`src/rtl/roc_arbiter_pkg.sv`:
```
// Shared parameters and state encoding for the read-once-clear mailbox arbiter.
// The FSM encoding and the index-width helper are shared by the top and the picker.
package roc_arbiter_pkg;

  localparam int DW_DEF   = 8;
  localparam int AW_DEF   = 4;
  localparam int DEP_DEF  = 16;
  localparam int NREQ_DEF = 2;

  typedef enum logic [1:0] {
    ST_ARB    = 2'd0,
    ST_ACCESS = 2'd1,
    ST_RESP   = 2'd2
  } state_e;

  // Width of a requester index; never below one bit, so a single requester still works.
  function automatic int idx_w(input int n);
    return (n > 1) ? $clog2(n) : 1;
  endfunction

endpackage

```
`src/rtl/roc_rr_pick.sv`:
```
// Combinational round-robin picker: the first valid requester found when
// scanning upward from pri (wrapping) wins.
module roc_rr_pick
  import roc_arbiter_pkg::*;
#(
  parameter int NREQ = NREQ_DEF,
  parameter int IW   = idx_w(NREQ)
) (
  input  logic [NREQ-1:0] req_valid,
  input  logic [IW-1:0]   pri,
  output logic [NREQ-1:0] grant,
  output logic [IW-1:0]   idx,
  output logic            any
);

  logic [IW-1:0] cand;

  // Scan requesters starting at pri and keep only the first valid one.
  always_comb begin
    grant = '0;
    idx   = '0;
    any   = 1'b0;
    cand  = '0;
    for (int k = 0; k < NREQ; k++) begin
      cand = IW'((int'(pri) + k) % NREQ);
      if (!any && req_valid[cand]) begin
        grant[cand] = 1'b1;
        idx         = cand;
        any         = 1'b1;
      end else begin
        any = any;
      end
    end
  end

endmodule

```
`src/rtl/roc_arbiter.sv`:
```
// Round-robin sequencer sharing one read-once-clear mailbox between NREQ requesters.
// Each accepted op takes three cycles: ARB (accept), ACCESS (memory update), RESP (strobe).
module roc_arbiter
  import roc_arbiter_pkg::*;
#(
  parameter int DW   = DW_DEF,
  parameter int AW   = AW_DEF,
  parameter int DEP  = DEP_DEF,
  parameter int NREQ = NREQ_DEF
) (
  input  logic              clk,
  input  logic              rst,
  input  logic [NREQ-1:0]   req_valid,
  input  logic [NREQ-1:0]   req_wr,
  input  logic [NREQ*AW-1:0] req_addr,
  input  logic [NREQ*DW-1:0] req_data,
  output logic [NREQ-1:0]   req_ready,
  output logic [NREQ-1:0]   rsp_valid,
  output logic [DW-1:0]     rsp_data,
  output logic              rsp_hit,
  output logic [AW:0]       occupancy
);

  localparam int IW = idx_w(NREQ);

  state_e          state_q, state_d;
  logic [IW-1:0]   pri_q, pri_d;
  logic [IW-1:0]   win_q, win_d;
  logic            wr_q, wr_d;
  logic [AW-1:0]   addr_q, addr_d;
  logic [DW-1:0]   data_q, data_d;
  logic [DW-1:0]   mem_q [DEP];
  logic [DW-1:0]   mem_d [DEP];
  logic [DEP-1:0]  vld_q, vld_d;
  logic [AW:0]     occ_q, occ_d;
  logic [NREQ-1:0] rsp_valid_q, rsp_valid_d;
  logic [DW-1:0]   rsp_data_q, rsp_data_d;
  logic            rsp_hit_q, rsp_hit_d;

  logic [NREQ-1:0] pick_grant;
  logic [IW-1:0]   pick_idx;
  logic            pick_any;

  roc_rr_pick #(
    .NREQ (NREQ),
    .IW   (IW)
  ) u_pick (
    .req_valid (req_valid),
    .pri       (pri_q),
    .grant     (pick_grant),
    .idx       (pick_idx),
    .any       (pick_any)
  );

  // Next-state logic for the FSM, storage and response registers.
  always_comb begin
    state_d     = state_q;
    pri_d       = pri_q;
    win_d       = win_q;
    wr_d        = wr_q;
    addr_d      = addr_q;
    data_d      = data_q;
    mem_d       = mem_q;
    vld_d       = vld_q;
    occ_d       = occ_q;
    rsp_valid_d = rsp_valid_q;
    rsp_data_d  = rsp_data_q;
    rsp_hit_d   = rsp_hit_q;
    req_ready   = '0;

    case (state_q)
      ST_ARB: begin
        if (pick_any) begin
          req_ready = pick_grant;
          win_d     = pick_idx;
          wr_d      = req_wr[pick_idx];
          addr_d    = req_addr[pick_idx*AW +: AW];
          data_d    = req_data[pick_idx*DW +: DW];
          state_d   = ST_ACCESS;
        end else begin
          state_d = ST_ARB;
        end
      end

      ST_ACCESS: begin
        rsp_data_d = '0;
        rsp_hit_d  = 1'b0;
        if (wr_q) begin
          // A write into an occupied entry is dropped rather than overwriting unread data.
          if (!vld_q[addr_q]) begin
            mem_d[addr_q] = data_q;
            vld_d[addr_q] = 1'b1;
            rsp_hit_d     = 1'b1;
            occ_d         = occ_q + (AW+1)'(1);
          end else begin
            rsp_hit_d = 1'b0;
          end
        end else begin
          if (vld_q[addr_q]) begin
            rsp_data_d    = mem_q[addr_q];
            rsp_hit_d     = 1'b1;
            mem_d[addr_q] = '0;
            vld_d[addr_q] = 1'b0;
            occ_d         = occ_q - (AW+1)'(1);
          end else begin
            rsp_hit_d = 1'b0;
          end
        end
        rsp_valid_d        = '0;
        rsp_valid_d[win_q] = 1'b1;
        state_d            = ST_RESP;
      end

      ST_RESP: begin
        rsp_valid_d = '0;
        rsp_data_d  = '0;
        rsp_hit_d   = 1'b0;
        pri_d       = (win_q == IW'(NREQ-1)) ? '0 : win_q + IW'(1);
        state_d     = ST_ARB;
      end

      default: begin
        rsp_valid_d = '0;
        rsp_data_d  = '0;
        rsp_hit_d   = 1'b0;
        state_d     = ST_ARB;
      end
    endcase
  end

  // State and storage registers; reset clears the mailbox and discards any in-flight op.
  always_ff @(posedge clk) begin
    if (rst) begin
      state_q     <= ST_ARB;
      pri_q       <= '0;
      win_q       <= '0;
      wr_q        <= 1'b0;
      addr_q      <= '0;
      data_q      <= '0;
      for (int i = 0; i < DEP; i++) begin
        mem_q[i] <= '0;
      end
      vld_q       <= '0;
      occ_q       <= '0;
      rsp_valid_q <= '0;
      rsp_data_q  <= '0;
      rsp_hit_q   <= 1'b0;
    end else begin
      state_q     <= state_d;
      pri_q       <= pri_d;
      win_q       <= win_d;
      wr_q        <= wr_d;
      addr_q      <= addr_d;
      data_q      <= data_d;
      mem_q       <= mem_d;
      vld_q       <= vld_d;
      occ_q       <= occ_d;
      rsp_valid_q <= rsp_valid_d;
      rsp_data_q  <= rsp_data_d;
      rsp_hit_q   <= rsp_hit_d;
    end
  end

  assign rsp_valid = rsp_valid_q;
  assign rsp_data  = rsp_data_q;
  assign rsp_hit   = rsp_hit_q;
  assign occupancy = occ_q;

endmodule

```
`config.mk`:
```
export PLATFORM = sky130hd
export DESIGN_NAME = roc_arbiter
export DESIGN_NICKNAME = d
export VERILOG_FILES = /design/src/rtl/roc_arbiter_pkg.sv /design/src/rtl/roc_rr_pick.sv /design/src/rtl/roc_arbiter.sv
export SDC_FILE = /design/constraint.sdc
export NUM_CORES = 1
export LEC_CHECK = 0
export ABC_AREA = 1
export CORE_ASPECT_RATIO = 0.5
export CORE_MARGIN = 1.5
export CORE_UTILIZATION = 65
export CTS_BUF_LIST = sky130_fd_sc_hd__clkbuf_2
export CTS_CLUSTER_DIAMETER = 30
export DETAILED_ROUTE_END_ITERATION = 8
export PLACE_DENSITY = 0.86
export SETUP_SLACK_MARGIN = 0.3
export SLEW_MARGIN = 20
export SYNTH_ARGS = -nofsm -noshare
export SYNTH_HDL_FRONTEND = slang
export SYNTH_SLANG_ARGS = --single-unit
```
`constraint.sdc`:
```
create_clock -name clk -period 4.3 [get_ports clk]
set_clock_uncertainty 0.15 [all_clocks]
set_input_delay 0.43 -clock clk [delete_from_list [all_inputs] [get_ports clk]]
set_output_delay 0.43 -clock clk [all_outputs]
set_load 0.02 [all_outputs]
```
==> flow_summary_export.csv, run 1 <==
group,metric,value,unit
sta,finalWorstSetupSlack,774.7,ps
drt,wirelength,22790,µm
pwr,leakage,3.689,nW
clock_tree,cts_resized,0,
pwr,powerDensity,335.1,mW/mm²
floorplanning,die-height,83.45,µm
grt,grt_pass1_vias,7449,
clock_tree,cts_made_buffers,17,
yosys,synth_top_area_share,42.12,%
worst_setup_path,crit_arrival,2950,ps
yosys,synth-edff-count,0,
sta,slew_headroom,32.15,%
sta,fin_setup_tns,0,ps
placement,pre_cts_ws,1306,ps
grt,grt_use_total,34.15,%
clock_tree,postCtsSetupRepairBufs,0,
drt,detail_route.iter0.violations,1168,
drt,wl_per_cell,16.25,µm
sta,fmax,283.7,MHz
placement,numPortBuffers,47,
yosys,syn_area_per_cell,6.845,µm²
layout,fin_util,71.57,%
placement,gp_congestion,0.8994,
yosys,ys_warn_count,0,
floorplanning,start_util,66.44,%
worst_setup_path,crit_path_end_kind,"output pin",
floorplanning,coreArea,0.01266,mm²
layout,finalNetCount,1254,
min_path,hold_class,"input port to flip-flop",
clock_tree,insertion_delay,790,ps
drt,vias,8391,
sta,finalSetupViolations,0,
yosys,ys_seq_elements,177,
worst_setup_path,startpoint_type,"flip-flop",
yosys,synth-main-ff-cell,"dfxtp_1",
drt,via_per_inst,5.981,
clock_tree,clock_sinks,177,
sta,hold_viol,0,
floorplanning,ios,48,
layout,layoutNonFillerInstCount,1403,
clock_tree,cts_buffer_depth,2,
pwr,max-vdd-ir-drop,0.0002208,V
drt,ant_nets,0,
clock_tree,hold_buffers,0,
placement,place_inst,1371,
clock_tree,clk_pin_slew,300,ps
layout,antenna_cells,0,
floorplanning,fp.dieW,163.9,µm
grt,grt_pass1_wl,36870,µm
sta,maxSlewViolCount,0,
placement,dp_hpwl,14220,µm
floorplanning,die_area,0.01368,mm²
layout,fillers,1009,
drt,first_pass_iters,6,
drt,drc,0,
yosys,synthCells,1229,
grt,antenna_found_initial,0,
yosys,yosys.area.top_type,"dfxtp_1",
run_status,status,"completed",
yosys,netlist_top_cells_area,"dfxtp_1, nand2_1, a21oi_1",
floorplanning,rows,29,
sta,holdWs,42.95,ps
grt,grt_overflow_total,0,
sta,timing.final.crit_share,81.98,%
yosys,async_flop_share,0,%
sta,min_period,3525,ps
grt,grt_max_degree,129,
yosys,syn_area,0.008413,mm²
yosys,ys_seq_area_share,42.12,%
sta,rsz0062_at_grt,"false",
worst_setup_path,crit_fanout,13,
clock_tree,cts_max_level,4,
yosys,synth_fp_nets,1263,
layout,drive_above_1_share,5.758,%
layout,final_cell_mix,"nand2_1, dfxtp_1, nor2_1",
worst_setup_path,critPathKind,"flip-flop to output pin",
sta,tightest_slew,1017,ps
layout,synthToLayoutAreaGrowth,7.733,%
clock_tree,root_buffer,"clkbuf_2",
layout,final_common_cell,"nand2_1",
clock_tree,cts_tree,"built",
flow_run,cap_violations,0,
yosys,yosysUniqueCellTypes,30,
worst_setup_path,critPathRequiredTime,3720,ps
==> per-layer routing <==
metal	wire length [µm]	global-route usage, %	part of all wire [%]	vias to the layer above
li1	-	-	-	4061
met1	9880	48.91	43	3788
met2	9775	50.59	43	486
met3	2514	6.144	11	56
met4	622	14.05	2.7	0
met5	0	0	0	-
==> path summary, 6_finish.rpt <==
check | cells after the start | startpoint | to | slack (ps)
max | 4 | state_q[1]$_SDFF_PP0_ | req_ready[0] | 770
max reg2reg | 14 | addr_q[0]$_SDFFE_PP0P_ | mem_q[127]$_SDFFE_PP0P_ | 1170
min | 3 | req_data[4] | data_q[4]$_SDFFE_PP0P_ | 40
min reg2reg | 2 | rsp_data[1]$_SDFFE_PP0N_ | rsp_data[1]$_SDFFE_PP0N_ | 340
==> layout make-up <==
cell class | instances | area [µm²] | share of cell area, %
inverter | 40 | 152.6 | 1.684
clock buffer | 17 | 85.08 | 0.9387
timing repair buffer | 67 | 658.1 | 7.261
clock inverter | 15 | 148.9 | 1.643
sequential | 177 | 3543 | 39.09
multi-input combinational | 917 | 4263 | 47.03
tap | 170 | 212.7 | 2.347
==> stage by stage <==
stage / total power [W] / cell area (µm²)
2_1_floorplan: 0.002037 / 8413
3_3_place_gp: 0.002161 / 8825
3_5_place_dp: 0.002172 / 8825
4_1_cts: 0.003009 / 9059
5_1_grt: 0.003134 / 9064
6_report: 0.003037 / 9064
==> registers in the layout (all words and copies together) (netlist names), named ones only <==
register and cells:
mem_q 128, data_q 8, rsp_data 8, occupancy 5
addr_q 4, rsp_valid 2, state_q 2, pri_q 1
rsp_hit 1, win_q 1, wr_q 1
==> cell usage after synthesis, types with 2 or more instances <==
library cell / n
nand2_1: 318
nor2_1: 179
dfxtp_1: 177
a21oi_1: 151
nand3_1: 142
a22oi_1: 64
clkbuf_1: 55
inv_1: 34
buf_2: 26
o21ai_0: 17
a31oi_1: 13
buf_6: 9
nand4_1: 8
nor2_2: 6
buf_4: 5
inv_2: 5
ha_1: 3
xor2_1: 3
nand2_2: 2
o21ai_1: 2
==> power breakdown <==
part           switching [W]  internal (W)  leakage (nW)  total, W
Sequential         0.0000302       0.00168          1.43   0.00171
Clock               0.000649      0.000227         0.127  0.000876
Combinational       0.000331      0.000123          2.13  0.000454
Total                0.00101       0.00203          3.69   0.00304
==> kinds of logic after synthesis <==
family / synth area share, %
flip-flops: 42.12
buffers and inverters: 7.436
AND/OR/NAND/NOR: 32.08
AO/OA/AOI/OAI: 17.27
adder cells (fa/ha/maj): 0.6842
XOR/XNOR: 0.4165
==> worst max-delay path, cell delays in order (launching register included) <==
cell,delay (ps)
dfxtp_1,410
nor2_1,700
inv_1,170
a211oi_1,220
clkdlybuf4s50_1,650
Note: power is estimated with default switching activity, not from simulation.
==> run 2: changes to the inputs <==
- CORE_UTILIZATION: 65 -> 56
- PLACE_DENSITY: 0.86 -> 0.79
- clock period: 4.3 -> 3.13 ns (I/O delays scaled with it)
==> flow_summary_export.csv, run 2 (synthesis gave the netlist of run 1 again) <==
group,metric,value,unit
worst_setup_path,cp-endpoint,"req_ready[0]",
layout,finalNetCount,1289,
drt,vias,8467,
drt,ant_nets,0,
sta,timing.final.crit_share,83.01,%
sta,slew_headroom,41.90,%
worst_setup_path,worst_r2r_startpoint,"addr_q[2]$_SDFFE_PP0P_",
grt,use_met2,48.32,%
sta,min_period,2598,ps
clock_tree,root_buffer,"clkbuf_2",
pwr,powerDensity,443.6,mW/mm²
sta,maxSlewViolCount,0,
flow_run,cap_violations,0,
clock_tree,clk_pin_slew,310,ps
sta,rsz0062_at_grt,"false",
layout,final_area,0.009455,mm²
drt,detail_route.iter0.violations,996,
sta,fmax,384.9,MHz
worst_setup_path,crit_arrival,2140,ps
placement,dp_hpwl,14450,µm
clock_tree,postCtsSetupRepairBufs,0,
clock_tree,cts_buffer_depth,2,
drt,wirelength,23570,µm
min_path,hp-start,"req_valid[0]",
layout,largest_reg_flops,128,
grt,antenna_found_initial,0,
layout,final_cell_mix,"nand2_1, nor2_1, dfxtp_1",
clock_tree,cts_tree,"built",
placement,gp_congestion,0.8615,
drt,drc,1,
sta,tightest_slew,870.6,ps
grt,grtUsageMet1,40.19,%
layout,largest_register,"mem_q",
grt,top_usage_layer,"met2",
layout,antenna_cells,0,
floorplanning,start_util,57.69,%
placement,placed_area,0.008945,mm²
pwr,max-vdd-ir-drop,0.0002470,V
pwr,leakage,3.891,nW
layout,synthToLayoutAreaGrowth,12.39,%
floorplanning,die_area,0.01581,mm²
worst_setup_path,startpoint,"state_q[1]$_SDFF_PP0_",
grt,grt.met3_usage,5.892,%
worst_setup_path,startpoint_type,"flip-flop",
grt,grt_pass1_vias,7303,
grt,grt_max_degree,82,
min_path,hold_class,"input port to flip-flop",
floorplanning,rows,31,
pwr,power.total,0.004194,W
worst_setup_path,critPathRequiredTime,2670,ps
floorplanning,coreArea,0.01458,mm²
drt,via_per_inst,5.776,
sta,hold_viol,0,
clock_tree,insertion_delay,760,ps
sta,finalSetupViolations,0,
worst_setup_path,slowest_stage,"dfxtp_1",
placement,numPortBuffers,47,
grt,grt_pass1_wl,37050,µm
worst_setup_path,worst-r2r-setup-slack,560,ps
floorplanning,fp.dieW,176.3,µm
worst_setup_path,crit_path_end_kind,"output pin",
grt,grt_overflow_total,0,
clock_tree,cts_made_buffers,17,
layout,final_common_cell,"nand2_1",
run_status,status,"finished with violations",
grt,grt_use_total,29.76,%
worst_setup_path,cpPeakStageDelay,400,ps
drt,wl_per_cell,16.08,µm
worst_setup_path,cp_cell_sequence,"nor2_1 > buf_4 > inv_1 > a211oi_1 > dlygate4sd2_1",
drt,first_pass_iters,9,
worst_setup_path,reg2reg_to,"mem_q[32]$_SDFFE_PP0P_",
sta,fin_setup_tns,0,ps
worst_setup_path,critPathKind,"flip-flop to output pin",
layout,drive_above_1_share,6.309,%
worst_setup_path,crit_fanout,13,
clock_tree,clock_sinks,177,
floorplanning,ios,48,
run_status,violations,"design-rule violations",
floorplanning,die-height,89.67,µm
worst_setup_path,reg2reg_depth,11,
clock_tree,cts_max_level,4,
==> run 2: layout make-up <==
cell class	instances	area (µm²)
Inverter	40	152.6
Sequential cell	177	3543
Tap cell	198	247.7
Multi-Input combinational cell	918	4279
Clock buffer	17	85.08
Fill cell	1263	5129
Clock inverter	15	146.4
Timing Repair Buffer	101	1001
==> run 2: where the power goes <==
part | total, W | internal, W | switching, W | leakage (nW)
Sequential | 0.00234 | 0.00230 | 0.0000371 | 1.43
Clock | 0.00117 | 0.000254 | 0.000914 | 0.140
Combinational | 0.000685 | 0.000214 | 0.000471 | 2.32
==> run 2: repair_timing <==
| item | in CTS | in global routing |
|---|---|---|
| hold endpoints to repair | 13 | 0 |
| endpoints found under the setup margin | 2 | 90 |
| resized for setup | 2 | 3 |
| pin swaps | 0 | 1 |
| hold buffers | 26 | 0 |
| cloned | 0 | 1 |
==> run 2: how the worst min path moves through the flow <==
| stage | endpoint | slack, ps | cells after the start |
|---|---|---|---|
| after detailed placement | rsp_data[7]$_SDFFE_PP0N_ | 310 | 2 |
| after CTS | state_q[0]$_SDFF_PP0_ | 70 | 3 |
| after floorplan | pri_q$_SDFFE_PP0N_ | 290 | 1 |
| after global routing | state_q[0]$_SDFF_PP0_ | 90 | 3 |
| final | state_q[0]$_SDFF_PP0_ | 100 | 3 |
| after global placement | rsp_data[1]$_SDFFE_PP0N_ | 310 | 2 |
==> run 2: layer usage <==
metal | wire [µm] | up-vias | part of all wire, %
li1 | - | 4148 | -
met1 | 10390 | 3876 | 44
met2 | 10400 | 404 | 44
met3 | 2364 | 39 | 10
met4 | 421 | 0 | 1.8
met5 | 0 | - | 0
==> run 2: metrics by stage <==
step / utilization (%) / setup WS [ps] / hold WS, ps / instances
after global routing: 64.83 / 304.0 / 88.28 / 1466
after detailed placement: 61.33 / 518.9 / 306.8 / 1407
after global placement: 61.33 / 606.3 / 306.1 / 1407
after CTS: 64.69 / 447.6 / 65.51 / 1465
after floorplan: - / 1208 / 291.3 / 1229
final: 64.83 / 531.9 / 103.0 / 1466
==> run 2: critical path: cells and delay by family (launching register included) <==
kind,cells,cell delay (ps)
flip-flops,1,400
AND/OR/NAND/NOR,1,110
AO/OA/AOI/OAI,1,190
buffers and inverters,3,660
